`src/rtl/uart_pkg.sv`:
```
// Shared types, defaults and helpers for the UART receive path.
package uart_pkg;

    localparam int DATA_LENGTH_DEFAULT       = 8;
    localparam int RECOVER_CYCLES_DEFAULT    = 16;
    localparam int MAX_CONSEC_ERRORS_DEFAULT = 4;
    localparam int ERR_COUNT_WIDTH_DEFAULT   = 8;

    typedef enum logic [1:0] {
        IDLE    = 2'd0,
        RUN     = 2'd1,
        RECOVER = 2'd2,
        LOCKOUT = 2'd3
    } rx_ctrl_state_t;

    // Bits needed to hold values 0..max_val (never less than one bit).
    function automatic int unsigned cnt_width(input int unsigned max_val);
        if (max_val < 2) begin
            return 1;
        end
        return $clog2(max_val + 1);
    endfunction

endpackage

```
`src/rtl/uart_sat_counter.sv`:
```
// Saturating up-counter with synchronous clear; clear wins over increment.
module uart_sat_counter #(
    parameter int Width = 8
) (
    input  logic             i_clk,
    input  logic             i_clear,
    input  logic             i_inc,
    output logic [Width-1:0] o_count
);

    logic [Width-1:0] count_q, count_d;

    always_comb begin
        count_d = count_q;
        if (i_clear) begin
            count_d = '0;
        end else if (i_inc && (count_q != '1)) begin
            count_d = count_q + Width'(1);
        end
    end

    always_ff @(posedge i_clk) begin
        count_q <= count_d;
    end

    assign o_count = count_q;

endmodule

```
`src/rtl/uart_rx_ctrl.sv`:
```
// Sequencing controller between uart_rx and the RX FIFO: owns the receiver
// reset, recovers from framing errors, forwards bytes and keeps statistics.
module uart_rx_ctrl
    import uart_pkg::*;
#(
    parameter int DataLength      = DATA_LENGTH_DEFAULT,
    parameter int RecoverCycles   = RECOVER_CYCLES_DEFAULT,
    parameter int MaxConsecErrors = MAX_CONSEC_ERRORS_DEFAULT,
    parameter int ErrCountWidth   = ERR_COUNT_WIDTH_DEFAULT
) (
    input  logic                     i_clk,
    input  logic                     i_rst,
    input  logic                     i_enable,
    input  logic                     i_clear_err,
    output logic                     o_rx_rst_n,
    input  logic [DataLength-1:0]    i_rx_data,
    input  logic                     i_rx_write_en,
    input  logic                     i_rx_error,
    output logic [DataLength-1:0]    o_fifo_data,
    output logic                     o_fifo_write_en,
    input  logic                     i_fifo_full,
    output logic [ErrCountWidth-1:0] o_frame_err_cnt,
    output logic [ErrCountWidth-1:0] o_overrun_cnt,
    output logic                     o_lockout,
    output logic                     o_running
);

    localparam int unsigned RW = cnt_width(RecoverCycles - 1);
    localparam int unsigned CW = cnt_width(MaxConsecErrors);
    localparam logic [RW-1:0] REC_LOAD = RW'(RecoverCycles - 1);
    localparam logic [CW-1:0] MAX_C    = CW'(MaxConsecErrors);

    rx_ctrl_state_t        state_q, state_d;
    logic [RW-1:0]         rec_q, rec_d;
    logic [CW-1:0]         consec_q, consec_d, consec_base, consec_err;
    logic [DataLength-1:0] fifo_data_q, fifo_data_d;
    logic                  fifo_we_q, fifo_we_d;
    logic                  rx_rst_n_q, lockout_q, running_q;
    logic                  in_run, byte_ok, ovr_inc, frame_inc;

    assign in_run    = (state_q == RUN);
    assign byte_ok   = in_run && i_rx_write_en && !i_fifo_full;
    assign ovr_inc   = in_run && i_rx_write_en && i_fifo_full;
    assign frame_inc = in_run && i_enable && i_rx_error;

    // A written byte clears the streak before a coincident error extends it;
    // the streak saturates so a preserved count still re-triggers lockout.
    always_comb begin
        consec_base = byte_ok ? '0 : consec_q;
        consec_err  = (consec_base == MAX_C) ? MAX_C : consec_base + CW'(1);
    end

    always_comb begin
        state_d = state_q;
        rec_d   = rec_q;
        unique case (state_q)
            IDLE: begin
                if (i_enable) begin
                    state_d = RUN;
                end
            end
            RUN: begin
                if (!i_enable) begin
                    state_d = IDLE;
                end else if (i_rx_error) begin
                    if (consec_err == MAX_C) begin
                        state_d = LOCKOUT;
                    end else begin
                        state_d = RECOVER;
                        rec_d   = REC_LOAD;
                    end
                end
            end
            RECOVER: begin
                if (!i_enable) begin
                    state_d = IDLE;
                end else if (rec_q == '0) begin
                    state_d = RUN;
                end else begin
                    rec_d = rec_q - RW'(1);
                end
            end
            LOCKOUT: begin
                if (i_clear_err || !i_enable) begin
                    state_d = IDLE;
                end
            end
            default: state_d = IDLE;
        endcase
    end

    // The transition above uses the uncleared streak; only the stored value
    // is zeroed by a coincident clear.
    always_comb begin
        if (i_clear_err) begin
            consec_d = '0;
        end else if (frame_inc) begin
            consec_d = consec_err;
        end else begin
            consec_d = consec_base;
        end
        fifo_data_d = byte_ok ? i_rx_data : fifo_data_q;
        fifo_we_d   = byte_ok;
    end

    always_ff @(posedge i_clk) begin
        if (i_rst) begin
            state_q     <= IDLE;
            rec_q       <= '0;
            consec_q    <= '0;
            fifo_data_q <= '0;
            fifo_we_q   <= 1'b0;
            rx_rst_n_q  <= 1'b0;
            lockout_q   <= 1'b0;
            running_q   <= 1'b0;
        end else begin
            state_q     <= state_d;
            rec_q       <= rec_d;
            consec_q    <= consec_d;
            fifo_data_q <= fifo_data_d;
            fifo_we_q   <= fifo_we_d;
            rx_rst_n_q  <= (state_d == RUN);
            lockout_q   <= (state_d == LOCKOUT);
            running_q   <= (state_d == RUN);
        end
    end

    uart_sat_counter #(
        .Width(ErrCountWidth)
    ) u_frame_cnt (
        .i_clk  (i_clk),
        .i_clear(i_rst || i_clear_err),
        .i_inc  (frame_inc),
        .o_count(o_frame_err_cnt)
    );

    uart_sat_counter #(
        .Width(ErrCountWidth)
    ) u_overrun_cnt (
        .i_clk  (i_clk),
        .i_clear(i_rst || i_clear_err),
        .i_inc  (ovr_inc),
        .o_count(o_overrun_cnt)
    );

    assign o_rx_rst_n      = rx_rst_n_q;
    assign o_fifo_data     = fifo_data_q;
    assign o_fifo_write_en = fifo_we_q;
    assign o_lockout       = lockout_q;
    assign o_running       = running_q;

endmodule

```
`config.mk`:
```
export PLATFORM = sky130hd
export DESIGN_NAME = uart_rx_ctrl
export DESIGN_NICKNAME = d
export VERILOG_FILES = /design/src/rtl/uart_pkg.sv /design/src/rtl/uart_sat_counter.sv /design/src/rtl/uart_rx_ctrl.sv
export SDC_FILE = /design/constraint.sdc
export NUM_CORES = 1
export LEC_CHECK = 0
export CAP_MARGIN = 20
export CORE_MARGIN = 5
export CORE_UTILIZATION = 42
export CTS_BUF_LIST = sky130_fd_sc_hd__clkbuf_8
export DETAILED_ROUTE_END_ITERATION = 12
export PLACE_DENSITY_LB_ADDON = 0.2
export SLEW_MARGIN = 15
export SYNTH_ARGS = -nofsm -noshare
export SYNTH_HDL_FRONTEND = slang
export SYNTH_SLANG_ARGS = --single-unit
export TNS_END_PERCENT = 1
```
`constraint.sdc`:
```
create_clock -name i_clk -period 3.23 [get_ports i_clk]
set_clock_uncertainty 0.05 [all_clocks]
set_input_delay 0.969 -clock i_clk [delete_from_list [all_inputs] [get_ports i_clk]]
set_output_delay 0.969 -clock i_clk [all_outputs]
set_load 0.1 [all_outputs]
```
### After elaboration in Yosys (flattened, before gate mapping)

Index checks and enable logic that the tools add are counted.

| storage, ports and cells | value |
|---|---|
| register bits after elaboration | 36 |
| bits of input ports | 15 |
| logic and storage cells | 60 |

| operators by class | value |
|---|---|
| add/subtract/negate cells | 4 |
| eq/ne operators | 14 |
| multiplexer cells | 17 |
| reduce and logical (&&, ||, !) cells | 16 |

Operators with widths:

| operator | count |
|---|---|
| two-way mux 4 bit | 5 |
| adder 8 x 1 -> 8 bit (second input constant) | 2 |
| != test 8 bit (second input constant) | 2 |
| two-way mux 2 bit | 6 |
| != test 2 bit (second input constant) | 5 |
| two-way mux 3 bit | 3 |
| one-hot mux 2 bit (4 select lines) | 1 |
| one-hot mux 4 bit (2 select lines) | 1 |
| logical AND 1 bit | 7 |
| == test 2 bit (second input constant) | 3 |
| == test 3 bit (second input constant) | 2 |
| AND reduction 6 bit | 1 |
| == test 2 x 1 -> 1 bit (second input constant) | 2 |
| logical NOT 4 bit | 1 |
| subtractor 4 x 1 -> 4 bit (second input constant) | 1 |
| adder 3 x 1 -> 3 bit (second input constant) | 1 |
| logical NOT 1 bit | 2 |
| logical NOT 2 bit | 1 |
| logical OR 1 bit | 2 |
| nonzero test 2 bit | 1 |
| OR reduction 2 bit | 1 |
| two-way mux 1 bit | 1 |

### Depth between registers and ports, before layout

| depth | value |
|---|---|
| depth in word-level cells | 12 |
| gate-level depth with buffers | 10 |

### Hierarchy

A second synthesis with hierarchy kept.

| second synthesis, totals | value |
|---|---|
| cell total of the unflattened synthesis | 210 |
| area, all modules | 1844.3 um^2 |

By module, submodules not included:

| module | times used | cells an instance | area an instance (um^2) | seq. area each (um^2) |
|---|---|---|---|---|
| uart_rx_ctrl | 1 | 118 | 983.4 | 400.4 |
| uart_sat_counter | 2 | 46 | 430.4 | 160.2 |

### Least setup slack after synthesis

Ideal clock, no wire load.

| timing path | value |
|---|---|
| path type | input port to flip-flop |
| start | in i_fifo_full |
| end | reg rec_q[2] |
| setup time | 0.096 ns |
| arrival | 2.510 ns |
| data required time | 3.084 ns |
| path slack | 0.575 ns |
| stages | 9 |
| buffers on the path | 1 |
| cells stage by stage | nand4bb_1 buf_2 nand2_1 inv_1 ha_1 xor2_1 a22oi_1 o21ai_1 o41ai_2 |

| between the ends | value |
|---|---|
| cells in the longest elaborated chain, start to end | 8 |
| elaborated cells between the ends (all ways) | 9 |
| those cells by class | add/sub (1); eq/ne (3); mux (2); reduce/logical (3) |

Ends and longest elaborated chain:

| element | line | source |
|---|---|---|
| start: declaration | uart_rx_ctrl.sv:21 | `input logic i_fifo_full,` |
| logical NOT 1 bit (*) | uart_rx_ctrl.sv:42 | `assign byte_ok = in_run && i_rx_write_en && !i_fifo_full;` |
| logical AND 1 bit (*) | uart_rx_ctrl.sv:42 |  |
| two-way mux 3 bit (*) | uart_rx_ctrl.sv:49 | `consec_base = byte_ok ? '0 : consec_q;` |
| adder 3 x 1 -> 3 bit or == test 3 bit (tied branches) | uart_rx_ctrl.sv:50 | `consec_err = (consec_base == MAX_C) ? MAX_C : consec_base + CW'(1);` |
| two-way mux 3 bit (*) | uart_rx_ctrl.sv:50 |  |
| == test 3 bit (*) | uart_rx_ctrl.sv:66 | `if (consec_err == MAX_C) begin` |
| != test 2 bit (no source line) (*) | - |  |
| AND reduction 6 bit (no source line) (*) | - |  |
| end signal: assignment | uart_rx_ctrl.sv:118 | `rec_q <= rec_d;` |
| end: declaration | uart_rx_ctrl.sv:34 | `logic [RW-1:0] rec_q, rec_d;` |

Mark *: on every way between the ends. The rest lies on a longest branch, timed or not.
A chain may end at the register's enable or synchronous reset.

### Worst setup path in the final report

Ends and elaborated chain as after synthesis.

==> results.json <==
{
  "outcome": "finished clean",
  "drt-total-wl_microns": 3956,
  "end_kind": "flip-flop",
  "cts_tree": "done",
  "worst_hold_slack_ns": 0.4052,
  "grt_pass1_vias": 1455,
  "power_density_mw_per_mm2": 400.1,
  "cp_max_fo": 4,
  "rows": 23,
  "leakage_nw": 0.8338,
  "path_cells": "clkdlybuf4s50_1 -> nand4bb_1 -> nand2_1 -> inv_1 -> ha_1 -> xor2_1 -> a22oi_1 -> o21ai_1 -> o41ai_2",
  "finalMaxSlewViolations": 0,
  "cp.depth": 9,
  "synthArstFlopShare_pct": 0,
  "syn_area_per_cell_sq_um": 8.635,
  "synth_cells": 202,
  "die-area_sq_mm": 0.005541,
  "setup_tns_ns": 0,
  "root_buffer": "clkbuf_8",
  "slew_headroom_pct": 71.92,
  "min_period_over_period_pct": 88.08,
  "drive_above_1_share_pct": 17.89,
  "rsz0062_at_grt": "no",
  "cts_buffers": 5,
  "rr_worst_depth": 8,
  "route.detailed.vias_per_inst": 5.426,
  "ys_seq_area_share_pct": 41.32,
  "critPathMaxStageDelay_ns": 0.43,
  "fillCellCount": 391,
  "grt_pass1_wl_microns": 6658,
  "overflow": 0,
  "grt_max_degree": 20,
  "holdPathStages": 2,
  "drc": 0,
  "ys_warn_count": 0,
  "postCtsSetupBuffers": 0,
  "holdCritStartpoint": "o_fifo_data[6]$_SDFFE_PP0P_",
  "crit_family": "compound AO/OA/AOI/OAI gates",
  "maxCapViolations": 0,
  "setup.worst_path.start": "i_fifo_full",
  "syn_nets": 222,
  "hp-class": "flip-flop to flip-flop",
  "die_x_microns": 74.44,
  "clk_path_buf_depth": 2,
  "coreArea_sq_mm": 0.004000,
  "detail-route-antenna-nets": 0,
  "ioPinCount": 43,
  "synth_edf_count": 0,
  "cts_hold_buf": 0,
  "synthesis.area_sq_mm": 0.001744,
  "h-tree-depth": 2,
  "synthTopCellsByArea": "dfxtp_1 41%, a21oi_1 6.6%, nand2_1 6.5%",
  "cp.required_ns": 3.37,
  "r2r_start": "state_q[0]$_SDFF_PP0_",
  "synth-main-ff-cell": "dfxtp_1",
  "start_util_pct": 43.60,
  "vias": 1606,
  "die_h_microns": 74.44,
  "cts_resized": 0,
  "clkSinkCount": 36,
  "clock.fmax_ghz": 0.3515,
  "cp_slowest_cell": "clkdlybuf4s50_1",
  "synth.largest_area_cell": "dfxtp_1",
  "fin_nets": 266,
  "clock_latency_ns": 0.28,
  "n_antenna_cell": 0,
  "stdcell_count": 296,
  "synth_top_area_share_pct": 41.32,
  "finalSetupViolCount": 0,
  "final_area_sq_mm": 0.002217,
  "cp.arrival_ns": 2.99,
  "syn_to_final_growth_pct": 27.12,
  "max-vdd-ir-drop_uv": 251.9,
  "path_class": "input port to flip-flop",
  "place_congestion": 0.7942,
  "synth-seq-cells": 36,
  "hold_viol": 0,
  "dpl.cell_count": 289,
  "synthDistinctLibCells": 53,
  "routedWlPerCell_microns": 13.36,
  "final_util_pct": 55.43,
  "portBuffers": 42,
  "fin_crit_ns": 2.845,
  "gr-usage-all-layers_pct": 15.48,
  "worst_pin_slew_ns": 0.4204,
  "critPathBufInv": 2,
  "path_clk_slew_ns": 0.07,
  "drt-initial-drc-count": 50,
  "dp.final_hpwl_microns": 2887,
  "antenna_found_initial": 0,
  "place_area_sq_mm": 0.002140,
  "critPathLaunchType": "input port",
  "dr.pass1.iters": 4
}
report_power, final:
part / leakage, nW / internal [W] / total (W) / switching, W
logic: 0.497 / 0.0000445 / 0.000128 / 0.0000834
clock network: 0.0452 / 0.000143 / 0.000296 / 0.000152
registers: 0.291 / 0.000453 / 0.000464 / 0.0000104
total: 0.834 / 0.000641 / 0.000887 / 0.000246
layout make-up:
class / count / area (sq um) / area share, %
clock buffer: 5 / 68.82 / 3.104
clock inverter: 2 / 8.758 / 0.3950
inverter: 10 / 37.54 / 1.693
multi-input combinational: 146 / 930.9 / 41.99
sequential: 36 / 720.7 / 32.51
tap: 50 / 62.56 / 2.822
timing repair buffer: 47 / 387.9 / 17.49
routing by layer:
metal / vias up / part of all wire [%] / global-route usage, %
met1: 755 / 47 / 19.62
met5: - / 0 / 0
met4: 0 / 1.2 / 6.522
li1: 820 / - / -
met2: 26 / 46 / 24.78
met3: 5 / 5.4 / 4.189
placed cells by master, fill, tap and decap left out, types with 4 or more instances in the layout:
cell / netlist / layout
a21oi_1: 23 / 23
buf_4: 1 / 33
clkbuf_8: 0 / 5
clkdlybuf4s50_1: 0 / 14
dfxtp_1: 36 / 36
ha_1: 5 / 5
inv_1: 10 / 11
nand2_1: 30 / 30
nand3_1: 5 / 5
nor2_1: 11 / 11
nor3_1: 5 / 5
o21ai_0: 4 / 4
o31ai_1: 5 / 5
or3_1: 4 / 4
or4_1: 5 / 5
cells in the mapped netlist, drive strengths merged, types with 2 or more instances:
cell type,number
a21boi,3
a21o,2
clkbuf,2
nand4b,3
nand2,30
xnor2,2
or3,4
or4,5
nand4bb,2
nor3,5
ha,5
buf,8
dfxtp,36
inv,10
nor2,11
nand4,2
a21oi,23
o31ai,5
o211ai,2
and2,2
o21ai,6
xor2,3
nand3,5
a211oi,3
o41ai,2
state kept, by name, indices dropped and copies added, names as in the netlist:
name                   flops
o_fifo_write_en            1
u_overrun_cnt.o_count      8
consec_q                   3
rec_q                      4
o_lockout                  1
o_fifo_data                8
o_running                  1
u_frame_cnt.o_count        8
state_q                    2
final timing paths:
path	end	slack [ns]
setup / recovery	rec_q[2]$_SDFFE_PP0P_	0.39
hold / removal	o_fifo_data[6]$_SDFFE_PP0P_	0.41
setup reg to reg	rec_q[2]$_SDFFE_PP0P_	0.96
hold reg to reg	o_fifo_data[6]$_SDFFE_PP0P_	0.41
logic make-up (layout without fill, tap and decap cells):
family	Yosys count	in the layout	synth area share, %
multiplexers	1	1	0.5739
AND/OR/NAND/NOR	78	78	24.53
adder cells (fa/ha/maj)	5	5	3.587
XOR/XNOR	5	5	2.511
AO/OA/AOI/OAI	57	57	22.17
flip-flops	36	36	41.32
buffers and inverters	20	64	5.309
worst min-delay path, stage by stage (launching register included):
cell     delay [ns]
dfxtp_1        0.31
nand2_1        0.05
a21oi_1        0.05
stage by stage:
stage          power (W)  setup slack, ns
2_1_floorplan  0.0005622           0.5747
3_3_place_gp   0.0006016           0.1621
3_5_place_dp   0.0006013          0.07571
4_1_cts        0.0008972           0.3637
5_1_grt        0.0009315           0.2087
6_report       0.0008870           0.3851
Note: power is estimated with default switching activity, not from simulation.
